==> src/rtl/alu_muldiv_pkg.sv <==
// rtl/alu_muldiv_pkg.sv - shared types and op-decode helpers for the multiply/divide unit
package alu_muldiv_pkg;

    typedef enum logic [2:0] {
        OP_MUL    = 3'b000,
        OP_MULH   = 3'b001,
        OP_MULHSU = 3'b010,
        OP_MULHU  = 3'b011,
        OP_DIV    = 3'b100,
        OP_DIVU   = 3'b101,
        OP_REM    = 3'b110,
        OP_REMU   = 3'b111
    } muldiv_op_e;

    typedef enum logic [1:0] {
        S_IDLE = 2'b00,
        S_CALC = 2'b01,
        S_FIX  = 2'b10,
        S_DONE = 2'b11
    } state_e;

    // Divide-family ops share the trial-subtract datapath.
    function automatic logic is_div(input muldiv_op_e op);
        return (op inside {OP_DIV, OP_DIVU, OP_REM, OP_REMU});
    endfunction

    // Ops whose result is the remainder rather than the quotient.
    function automatic logic is_rem(input muldiv_op_e op);
        return (op inside {OP_REM, OP_REMU});
    endfunction

    // rs1 is treated as two's complement.
    function automatic logic a_signed(input muldiv_op_e op);
        return (op inside {OP_MULH, OP_MULHSU, OP_DIV, OP_REM});
    endfunction

    // rs2 is treated as two's complement.
    function automatic logic b_signed(input muldiv_op_e op);
        return (op inside {OP_MULH, OP_DIV, OP_REM});
    endfunction

endpackage

==> src/rtl/alu_muldiv_step.sv <==
// rtl/alu_muldiv_step.sv - one iteration of shift-add multiply or restoring divide
module alu_muldiv_step #(
    parameter int DATA_WIDTH = 32
) (
    input  logic                  div_mode,
    input  logic [DATA_WIDTH-1:0] hi,
    input  logic [DATA_WIDTH-1:0] lo,
    input  logic [DATA_WIDTH-1:0] operand,
    output logic [DATA_WIDTH-1:0] hi_next,
    output logic [DATA_WIDTH-1:0] lo_next
);

    localparam int W = DATA_WIDTH;

    logic [W:0] sum;
    logic [W:0] shifted;
    logic [W:0] diff;

    // Multiply: {hi,lo} is the product register with the multiplier draining out of lo.
    // Divide: hi is the partial remainder, lo shifts the dividend out and quotient bits in.
    // The remainder is always below the divisor, so W+1 bits hold the trial difference.
    always_comb begin
        sum     = {1'b0, hi} + (lo[0] ? {1'b0, operand} : {(W+1){1'b0}});
        shifted = {hi, lo[W-1]};
        diff    = shifted - {1'b0, operand};
        hi_next = sum[W:1];
        lo_next = {sum[0], lo[W-1:1]};
        if (div_mode) begin
            if (!diff[W]) begin
                hi_next = diff[W-1:0];
                lo_next = {lo[W-2:0], 1'b1};
            end else begin
                hi_next = shifted[W-1:0];
                lo_next = {lo[W-2:0], 1'b0};
            end
        end
    end

endmodule

==> src/rtl/alu_muldiv.sv <==
// rtl/alu_muldiv.sv - multi-cycle RV32M multiply/divide unit, one bit per cycle
module alu_muldiv
    import alu_muldiv_pkg::*;
#(
    parameter int DATA_WIDTH    = 32,
    parameter int OPCODE_LENGTH = 3
) (
    input  logic                     clk,
    input  logic                     reset,
    input  logic                     in_valid,
    output logic                     in_ready,
    input  logic [OPCODE_LENGTH-1:0] op,
    input  logic [DATA_WIDTH-1:0]    SrcA,
    input  logic [DATA_WIDTH-1:0]    SrcB,
    input  logic                     flush,
    output logic                     busy,
    output logic                     out_valid,
    output logic [DATA_WIDTH-1:0]    ALUResult
);

    localparam int W  = DATA_WIDTH;
    localparam int CW = $clog2(DATA_WIDTH + 1);

    state_e        state;
    muldiv_op_e    op_r;
    logic          neg_res;
    logic          neg_rem;
    logic [CW-1:0] count;
    logic [W-1:0]  hi_r;
    logic [W-1:0]  lo_r;
    logic [W-1:0]  b_r;

    muldiv_op_e    op_in;
    logic          a_neg_in;
    logic          b_neg_in;
    logic [W-1:0]  a_mag_in;
    logic [W-1:0]  b_mag_in;
    logic          ovf_in;
    logic          special;
    logic [W-1:0]  special_result;

    logic [W-1:0]   hi_next;
    logic [W-1:0]   lo_next;
    logic [2*W-1:0] prod_fix;
    logic [W-1:0]   quot_fix;
    logic [W-1:0]   rem_fix;
    logic [W-1:0]   fix_result;

    assign op_in = muldiv_op_e'(op[2:0]);

    // Operand magnitudes and the short-circuit results for divide-by-zero and signed overflow.
    always_comb begin
        a_neg_in       = a_signed(op_in) & SrcA[W-1];
        b_neg_in       = b_signed(op_in) & SrcB[W-1];
        a_mag_in       = a_neg_in ? -SrcA : SrcA;
        b_mag_in       = b_neg_in ? -SrcB : SrcB;
        ovf_in         = (op_in inside {OP_DIV, OP_REM}) &&
                         (SrcA == {1'b1, {(W-1){1'b0}}}) && (SrcB == {W{1'b1}});
        special        = 1'b0;
        special_result = '0;
        if (is_div(op_in)) begin
            if (SrcB == '0) begin
                special        = 1'b1;
                special_result = is_rem(op_in) ? SrcA : {W{1'b1}};
            end else if (ovf_in) begin
                special        = 1'b1;
                special_result = is_rem(op_in) ? '0 : SrcA;
            end
        end
    end

    alu_muldiv_step #(
        .DATA_WIDTH(DATA_WIDTH)
    ) u_step (
        .div_mode (is_div(op_r)),
        .hi       (hi_r),
        .lo       (lo_r),
        .operand  (b_r),
        .hi_next  (hi_next),
        .lo_next  (lo_next)
    );

    // Sign correction of the unsigned magnitudes and final result selection.
    always_comb begin
        prod_fix = neg_res ? -{hi_r, lo_r} : {hi_r, lo_r};
        quot_fix = neg_res ? -lo_r : lo_r;
        rem_fix  = neg_rem ? -hi_r : hi_r;
        case (op_r)
            OP_MUL:                      fix_result = prod_fix[W-1:0];
            OP_MULH, OP_MULHSU, OP_MULHU: fix_result = prod_fix[2*W-1:W];
            OP_DIV, OP_DIVU:             fix_result = quot_fix;
            default:                     fix_result = rem_fix;
        endcase
    end

    // Control FSM with registered handshake/status outputs and the iterating datapath registers.
    always_ff @(posedge clk) begin
        if (reset) begin
            state     <= S_IDLE;
            op_r      <= OP_MUL;
            neg_res   <= 1'b0;
            neg_rem   <= 1'b0;
            count     <= '0;
            hi_r      <= '0;
            lo_r      <= '0;
            b_r       <= '0;
            in_ready  <= 1'b1;
            busy      <= 1'b0;
            out_valid <= 1'b0;
            ALUResult <= '0;
        end else begin
            out_valid <= 1'b0;
            case (state)
                S_IDLE: begin
                    if (in_valid && !flush) begin
                        op_r     <= op_in;
                        neg_res  <= a_neg_in ^ b_neg_in;
                        neg_rem  <= a_neg_in;
                        hi_r     <= '0;
                        lo_r     <= a_mag_in;
                        b_r      <= b_mag_in;
                        count    <= CW'(W);
                        in_ready <= 1'b0;
                        busy     <= 1'b1;
                        if (special) begin
                            ALUResult <= special_result;
                            out_valid <= 1'b1;
                            state     <= S_DONE;
                        end else begin
                            state <= S_CALC;
                        end
                    end
                end
                S_CALC: begin
                    if (flush) begin
                        state    <= S_IDLE;
                        in_ready <= 1'b1;
                        busy     <= 1'b0;
                    end else begin
                        hi_r  <= hi_next;
                        lo_r  <= lo_next;
                        count <= count - 1'b1;
                        if (count == CW'(1)) begin
                            state <= S_FIX;
                        end
                    end
                end
                S_FIX: begin
                    if (flush) begin
                        state    <= S_IDLE;
                        in_ready <= 1'b1;
                        busy     <= 1'b0;
                    end else begin
                        ALUResult <= fix_result;
                        out_valid <= 1'b1;
                        state     <= S_DONE;
                    end
                end
                default: begin
                    state    <= S_IDLE;
                    in_ready <= 1'b1;
                    busy     <= 1'b0;
                end
            endcase
        end
    end

endmodule

==> config.mk <==
export PLATFORM = sky130hd
export DESIGN_NAME = alu_muldiv
export DESIGN_NICKNAME = d
export VERILOG_FILES = /design/src/rtl/alu_muldiv_pkg.sv /design/src/rtl/alu_muldiv_step.sv /design/src/rtl/alu_muldiv.sv
export SDC_FILE = /design/constraint.sdc
export NUM_CORES = 1
export LEC_CHECK = 0
export BUFFER_PORTS_ARGS = -buffer_cell sky130_fd_sc_hd__buf_2
export CAP_MARGIN = 40
export CELL_PAD_IN_SITES_DETAIL_PLACEMENT = 0
export CELL_PAD_IN_SITES_GLOBAL_PLACEMENT = 1
export CORE_UTILIZATION = 42
export CTS_BUF_LIST = sky130_fd_sc_hd__clkbuf_4
export DETAILED_ROUTE_END_ITERATION = 16
export HOLD_SLACK_MARGIN = 0.03
export PLACE_DENSITY = 0.83
export SKIP_CTS_REPAIR_TIMING = 1
export SLEW_MARGIN = 20
export SYNTH_ARGS = -nofsm -noshare
export SYNTH_HDL_FRONTEND = slang
export SYNTH_HIERARCHICAL = 1
export SYNTH_SLANG_ARGS = --single-unit
==> constraint.sdc <==
create_clock -name clk -period 3.5 [get_ports clk]
set_input_delay 0.7 -clock clk [delete_from_list [all_inputs] [get_ports clk]]
set_output_delay 0.7 -clock clk [all_outputs]
set_load 0.02 [all_outputs]
==> summary.txt, run 1 <==
Timing
  • Final period util: 0.985
  • Fin. Hold Viols: 0
  • Max-slew violation total from the final report: 0
  • Fmax: between 200 and 300 MHz
  • Setup Total Neg Slack: 0 ns
  • Worst Max-Slew Pin Slew: 0.865 ns
  • Final Skew: around 0.033 ns
  • Final setup viols: 0
  • Max-slew headroom: 0.423
  • Final Critical Period: 3.45 ns

Die
  • FP Rows: slightly below 70
  • Die Span X: between 150 and 200 um
  • Die Y-Extent: roughly 190 um
  • Die area: about 36000 um2
  • I/O Pins: ~110
  • Core area: ~35000 um2
  • Starting Density: 0.430

Detailed routing
  • Routed Antenna Nets: 0
  • Via count: between 15000 and 20000
  • DRC errors left: 0
  • Via/cell ratio: about 6.3
  • Post-Route WL: around 60 mm
  • 1st-pass router iterations: 5
  • Routed WL per cell: approximately 22 um
  • Drt initial violations: 2092

Setup path
  • Startpoint Class: register
  • Critical Setup Path Class: reg2reg
  • Critical Path RT: 4.01 ns
  • CP max FO: 5
  • Critical Path Sink Type: register
  • CP delay by family, top: compound AO/OA/AOI/OAI gates
  • CP cell instances: and2_1 > ha_1 > a21oi_2 > nand2_1 > o211ai_2 > o22ai_2 > a211o_4 > a31o_4 > a311o_1 > a41o_1 > a32oi_2 > nand3_1 > a21oi_1
  • Crit path DAT: 3.96 ns
  • Buffers & Inverters on Critical Path: 0
  • Max incr delay on CP: around 0.42 ns
  • CP max stage cell: a311o_1

Synthesis
  • Post-synth ARST share: 0
  • Main synth FF type: dfxtp_1
  • Gate Count Post-Synth: 2117
  • Sequential element share of the synthesized area: 0.193
  • Syn Nets: between 2000 and 2500
  • Post-synth EDFFs: 0
  • Yosys warns: 6
  • Synthesized flop and latch total: roughly 140
  • Syn Std Cell Area: 15000 um2
  • Cell variety after synth: 90
  • Synth Area per Inst: about 7.1 um2

Clock tree
  • Later-pin clock latency in the skew report: roughly 0.60 ns
  • CTS tree: yes
  • Clock Tree Root: clkbuf_4
  • Cts bufs inserted: 17
  • CTS H-Tree Depth: 4
  • Clock-pin slew on the worst setup and hold paths: about 0.15 ns
  • Sink Count: ~140
  • Clock buffer depth: 2

Place
  • Post-place instance area: between 15000 and 20000 um2
  • Placer Congestion: between 1 and 1.5
  • Number of port buffers: ~110
  • Final HPWL DP: ~45 mm

Run
  • MaxCap Viol Count: 0

Pwr
  • Total power draw: about 0.0055 W
  • Comb power frac: 0.452
  • Sw power: approximately 0.0024 W
  • Power Dens Cells: about 330 nW/um2
  • Flop pwr share: 0.345
  • Peak supply drop: about 0.43 mV
  • Sw Share: 0.439
  • Static Leakage: roughly 6.6 nW
  • Clock power share: 0.202
  • Int Power: just over 0.003 W

Global route
  • Largest net degree at the start of global routing: ~110
  • First-pass GRT wire length: about 90 mm
  • Vias in the first global route: around 15000
  • GR Overflow Total: 0
  • Total track usage: 0.323
  • Initial antenna violation count: 3

Finish
  • Sequential Area: between 2000 and 3000 um2
  • Most common cell after layout, fill and taps aside: nand2_1
  • Area delta synth->final: 13.5%
  • # fillers: approximately 3500
  • Area of the multi-input gates: about 11000 um2
  • Layout cell share with drive strength beyond 1: 0.168
  • Nets@finish: 2372
  • Commonest cells after routing, fill and taps aside: nand2_1, a21oi_1, nor2_1
  • Fin area: about 17000 um2

Hold path
  • Classification of the worst-slack hold path: in2reg

Run status
  • Status: finished, final reports clean
## Yosys cell counts, types with 35 or more instances
cell type	count	area [um2]
ha_1	75	938
xor2_1	79	692
nand3_1	68	340
dfxtp_1	144	2880
mux2_2	35	394
clkbuf_1	123	462
nand2_1	231	867
nor3_1	49	245
a21oi_1	214	1070
a31oi_1	42	263
nor2_1	181	679
inv_1	75	282
o21ai_0	146	731
xnor2_1	89	780
and2_1	42	263
a211oi_1	45	338
## flip-flops by register name, indices dropped and copies added (netlist names)
| signal | count |
|---|---|
| b_r | 32 |
| neg_res | 1 |
| op_r | 3 |
| in_ready | 1 |
| hi_r | 32 |
| busy | 1 |
| ALUResult | 32 |
| state | 2 |
| lo_r | 32 |
| neg_rem | 1 |
| out_valid | 1 |
| count | 6 |
## layer usage
layer,global-route usage,vias to the layer above,wire length (um)
met5,0,-,11
met4,0.0874,2,1270
met3,0.0484,84,4890
met2,0.474,779,25300
met1,0.483,8121,27900
li1,-,7922,-
## power groups by stage
stage	Sequential (W)	Clock (W)	Combinational, W
2_1_floorplan	0.00189	0	0.00163
3_3_place_gp	0.00193	0	0.00238
3_5_place_dp	0.00193	0	0.00242
4_1_cts	0.00190	0.00113	0.00243
5_1_grt	0.00192	0.00120	0.00269
6_report	0.00191	0.00112	0.00250
## path summary, 6_finish.rpt
| check | from | to | slack, ns | cells after the start |
|---|---|---|---|---|
| setup / recovery | b_r[6] | hi_r[30] | 0.05 | 13 |
| hold / removal | SrcB[1] | b_r[1] | 0.39 | 3 |
| setup reg to reg | b_r[6] | hi_r[30] | 0.05 | 13 |
| hold reg to reg | count[1] | count[1] | 0.48 | 2 |
## metrics by stage
| step | hold WS [ns] | setup slack, ns | instances | utilization |
|---|---|---|---|---|
| after floorplan | 0.440 | 0.247 | 2117 | - |
| after global placement | 0.463 | -0.0139 | 2652 | 0.475 |
| after detailed placement | 0.469 | -0.0166 | 2655 | 0.476 |
| after CTS | 0.354 | -0.0867 | 2685 | 0.484 |
| after global routing | 0.357 | -0.0289 | 2691 | 0.488 |
| final | 0.388 | 0.0528 | 2691 | 0.488 |
## kinds of logic (layout without fill, tap and decap cells)
| family | after synthesis | in the layout | synth area share |
|---|---|---|---|
| mux | 67 | 67 | 0.0478 |
| simple gates | 760 | 760 | 0.247 |
| compound gates | 673 | 673 | 0.287 |
| flops | 144 | 144 | 0.193 |
| buf+inv | 227 | 345 | 0.0592 |
| other cells | 0 | 1 | 0 |
| xor+xnor | 169 | 169 | 0.100 |
| fa+ha+maj | 77 | 77 | 0.0654 |
## tightest hold or removal path: cells and delay by family
kind	cells	cell delay [ns]
compound gates	1	0.08
buf+inv	1	0.13
simple gates	1	0.05
## final cells by class
| class | instances | share of cell area |
|---|---|---|
| Clock buffer | 18 | 0.00796 |
| Antenna cell | 1 | 0.000147 |
| Tap cell | 455 | 0.0335 |
| Sequential cell | 144 | 0.171 |
| Inverter | 77 | 0.0170 |
| Multi-Input combinational cell | 1746 | 0.666 |
| Clock inverter | 12 | 0.00715 |
| Timing Repair Buffer | 238 | 0.0972 |
(Power assumes the default switching activity.)
==> run 2: changes to the inputs <==
Settings changed: CORE_ASPECT_RATIO set to 0.5.
==> summary.txt, run 2 (same netlist as run 1, synthesis figures left out) <==
Place
  • Placer Congestion: 1.02
  • Placed cell count: 2695
  • Final HPWL DP: 44.2 mm
  • Number of port buffers: ~110
  • Worst slack at placement: -0.00159 ns

Die
  • FP Rows: 48
  • Core area: 34800 um2
  • Die Y-Extent: between 100 and 150 um
  • Die Span X: between 200 and 300 um
  • I/O Pins: between 100 and 150
  • Die area: 36400 um2
  • Starting Density: 0.430

Pwr
  • Sw power: around 0.0025 W
  • Peak supply drop: 0.190 mV
  • Clock power share: 0.236
  • Sw Share: 0.429
  • Int Power: between 0.003 and 0.004 W
  • Static Leakage: approximately 6.8 nW
  • Power Dens Cells: between 300 and 400 nW/um2
  • Comb power frac: 0.435
  • Flop pwr share: 0.329

Detailed routing
  • Via/cell ratio: around 6
  • Via count: 16800
  • Post-Route WL: 58.5 mm
  • 1st-pass router iterations: 5
  • DRC errors left: 0
  • Routed WL per cell: around 21 um
  • Drt initial violations: ~2000
  • Routed Antenna Nets: 0

Run status
  • Status: finished, final reports clean

Clock tree
  • Sink Count: approximately 140
  • Clock-pin slew on the worst setup and hold paths: around 0.16 ns
  • Later-pin clock latency in the skew report: 0.66 ns
  • Clock buffer depth: 2
  • Cts bufs inserted: 17
  • CTS tree: yes
  • Clock Tree Root: clkbuf_4
  • CTS H-Tree Depth: 4

Timing
  • Final setup viols: 0
  • Worst Max-Slew Pin Slew: around 0.86 ns
  • Fmax: between 200 and 300 MHz
  • Max-slew headroom: 0.425
  • PnR worst setup slack: 0.0909 ns
  • Max-slew violation total from the final report: 0
  • Setup Total Neg Slack: 0 ns
  • Final Skew: 0.0307 ns
  • Fin. Hold Viols: 0
  • Final period util: 0.974
  • Hold Slack: about 0.33 ns
  • Final Critical Period: ~3.4 ns

Setup path
  • CP delay by family, top: simple AND/OR/NAND/NOR gates
  • Worst r2r src: lo_r[0]
  • CP startpoint: lo_r[0]
  • Most used cell, CP: or4_4
  • Cell count of the worst reg-to-reg path: 9
  • RR Endpoint: ALUResult[5]
  • CP max FO: 16
  • Buffers & Inverters on Critical Path: 2
  • WP depth: 9
  • CP cell instances: clkbuf_2 > buf_6 > or4_1 > or4_4 > or4_4 > o2111ai_1 > a31oi_1 > a211oi_1 > nor2_1
  • Max incr delay on CP: approximately 0.65 ns
  • Critical path endpoint: ALUResult[5]
  • Critical Path Sink Type: register
  • CP max stage cell: or4_4
  • Critical Path RT: roughly 4 ns
  • R2R setup slack: slightly above 0.09 ns
  • Critical Setup Path Class: reg2reg
  • Crit path DAT: ~4 ns
  • Startpoint Class: register

Hold path
  • WHS Path Cells: 3
  • Classification of the worst-slack hold path: in2reg

Global route
  • Vias in the first global route: about 15000
  • GR Overflow Total: 0
  • Initial antenna violation count: 2
  • First-pass GRT wire length: 89.2 mm
  • Total track usage: 0.319
  • Largest net degree at the start of global routing: just over 80

Finish
  • Most common cell after layout, fill and taps aside: nand2_1
  • Area delta synth->final: 15.2%
  • Finished Layout Cells: between 2000 and 3000
  • Commonest cells after routing, fill and taps aside: nand2_1, a21oi_1, nor2_1
  • Layout cell share with drive strength beyond 1: 0.177
  • Nets@finish: ~2400

Run
  • MaxCap Viol Count: 0
-- run 2: changes by cell type in the layout (fill, tap and decap cells not counted), sizes merged --
cell      change
buf          +25
inv           +4
bufinv        +2
clkinv        -2
clkbuf        +1
clkinvlp      -1
-- run 2: power groups by stage --
stage / sequential, W / clock, W / combinational, W
floorplan: 0.00189 / 0 / 0.00163
global placement: 0.00192 / 0 / 0.00238
detailed placement: 0.00192 / 0 / 0.00240
CTS: 0.00189 / 0.00138 / 0.00241
global route: 0.00190 / 0.00145 / 0.00268
finish: 0.00189 / 0.00135 / 0.00249
-- run 2: layer usage --
| metal | share of wire | routed length, um | vias to the layer above | global-route usage |
|---|---|---|---|---|
| li1 | - | - | 7968 | - |
| met1 | 0.44 | 25600 | 7911 | 0.434 |
| met2 | 0.43 | 25100 | 783 | 0.479 |
| met3 | 0.089 | 5240 | 162 | 0.0712 |
| met4 | 0.045 | 2630 | 0 | 0.148 |
| met5 | 0 | 0 | - | 0 |
-- run 2: how the worst min path moves through the flow --
stage | from | to | slack (ns)
floorplan | b_r[18] | b_r[18] | 0.44
global placement | count[1] | count[1] | 0.46
detailed placement | count[1] | count[1] | 0.47
CTS | op[0] | op_r[0] | 0.29
global route | op[0] | op_r[0] | 0.30
finish | op[0] | op_r[0] | 0.33
-- run 2: through the flow --
step / util / power, W / instance area (um2)
floorplan: - / 0.00352 / 15000
global placement: 0.480 / 0.00430 / 16700
detailed placement: 0.481 / 0.00432 / 16700
CTS: 0.490 / 0.00567 / 17000
global route: 0.496 / 0.00603 / 17200
finish: 0.496 / 0.00573 / 17200
-- run 2: area by class of cell --
class,instances,area (um2)
Sequential cell,144,2900
Timing Repair Buffer,265,1830
Clock inverter,15,205
Antenna cell,1,2.50
Multi-Input combinational cell,1746,11300
Inverter,77,289
Clock buffer,17,128
Tap cell,475,594
Fill cell,3547,17500
-- run 2: worst reg2reg max path: stages, from the launching register on --
cell	delay (ns)
dfxtp_4	0.40
clkbuf_2	0.15
buf_6	0.18
or4_1	0.60
or4_4	0.44
or4_4	0.65
o2111ai_1	0.25
a31oi_1	0.20
a211oi_1	0.38
nor2_1	0.08
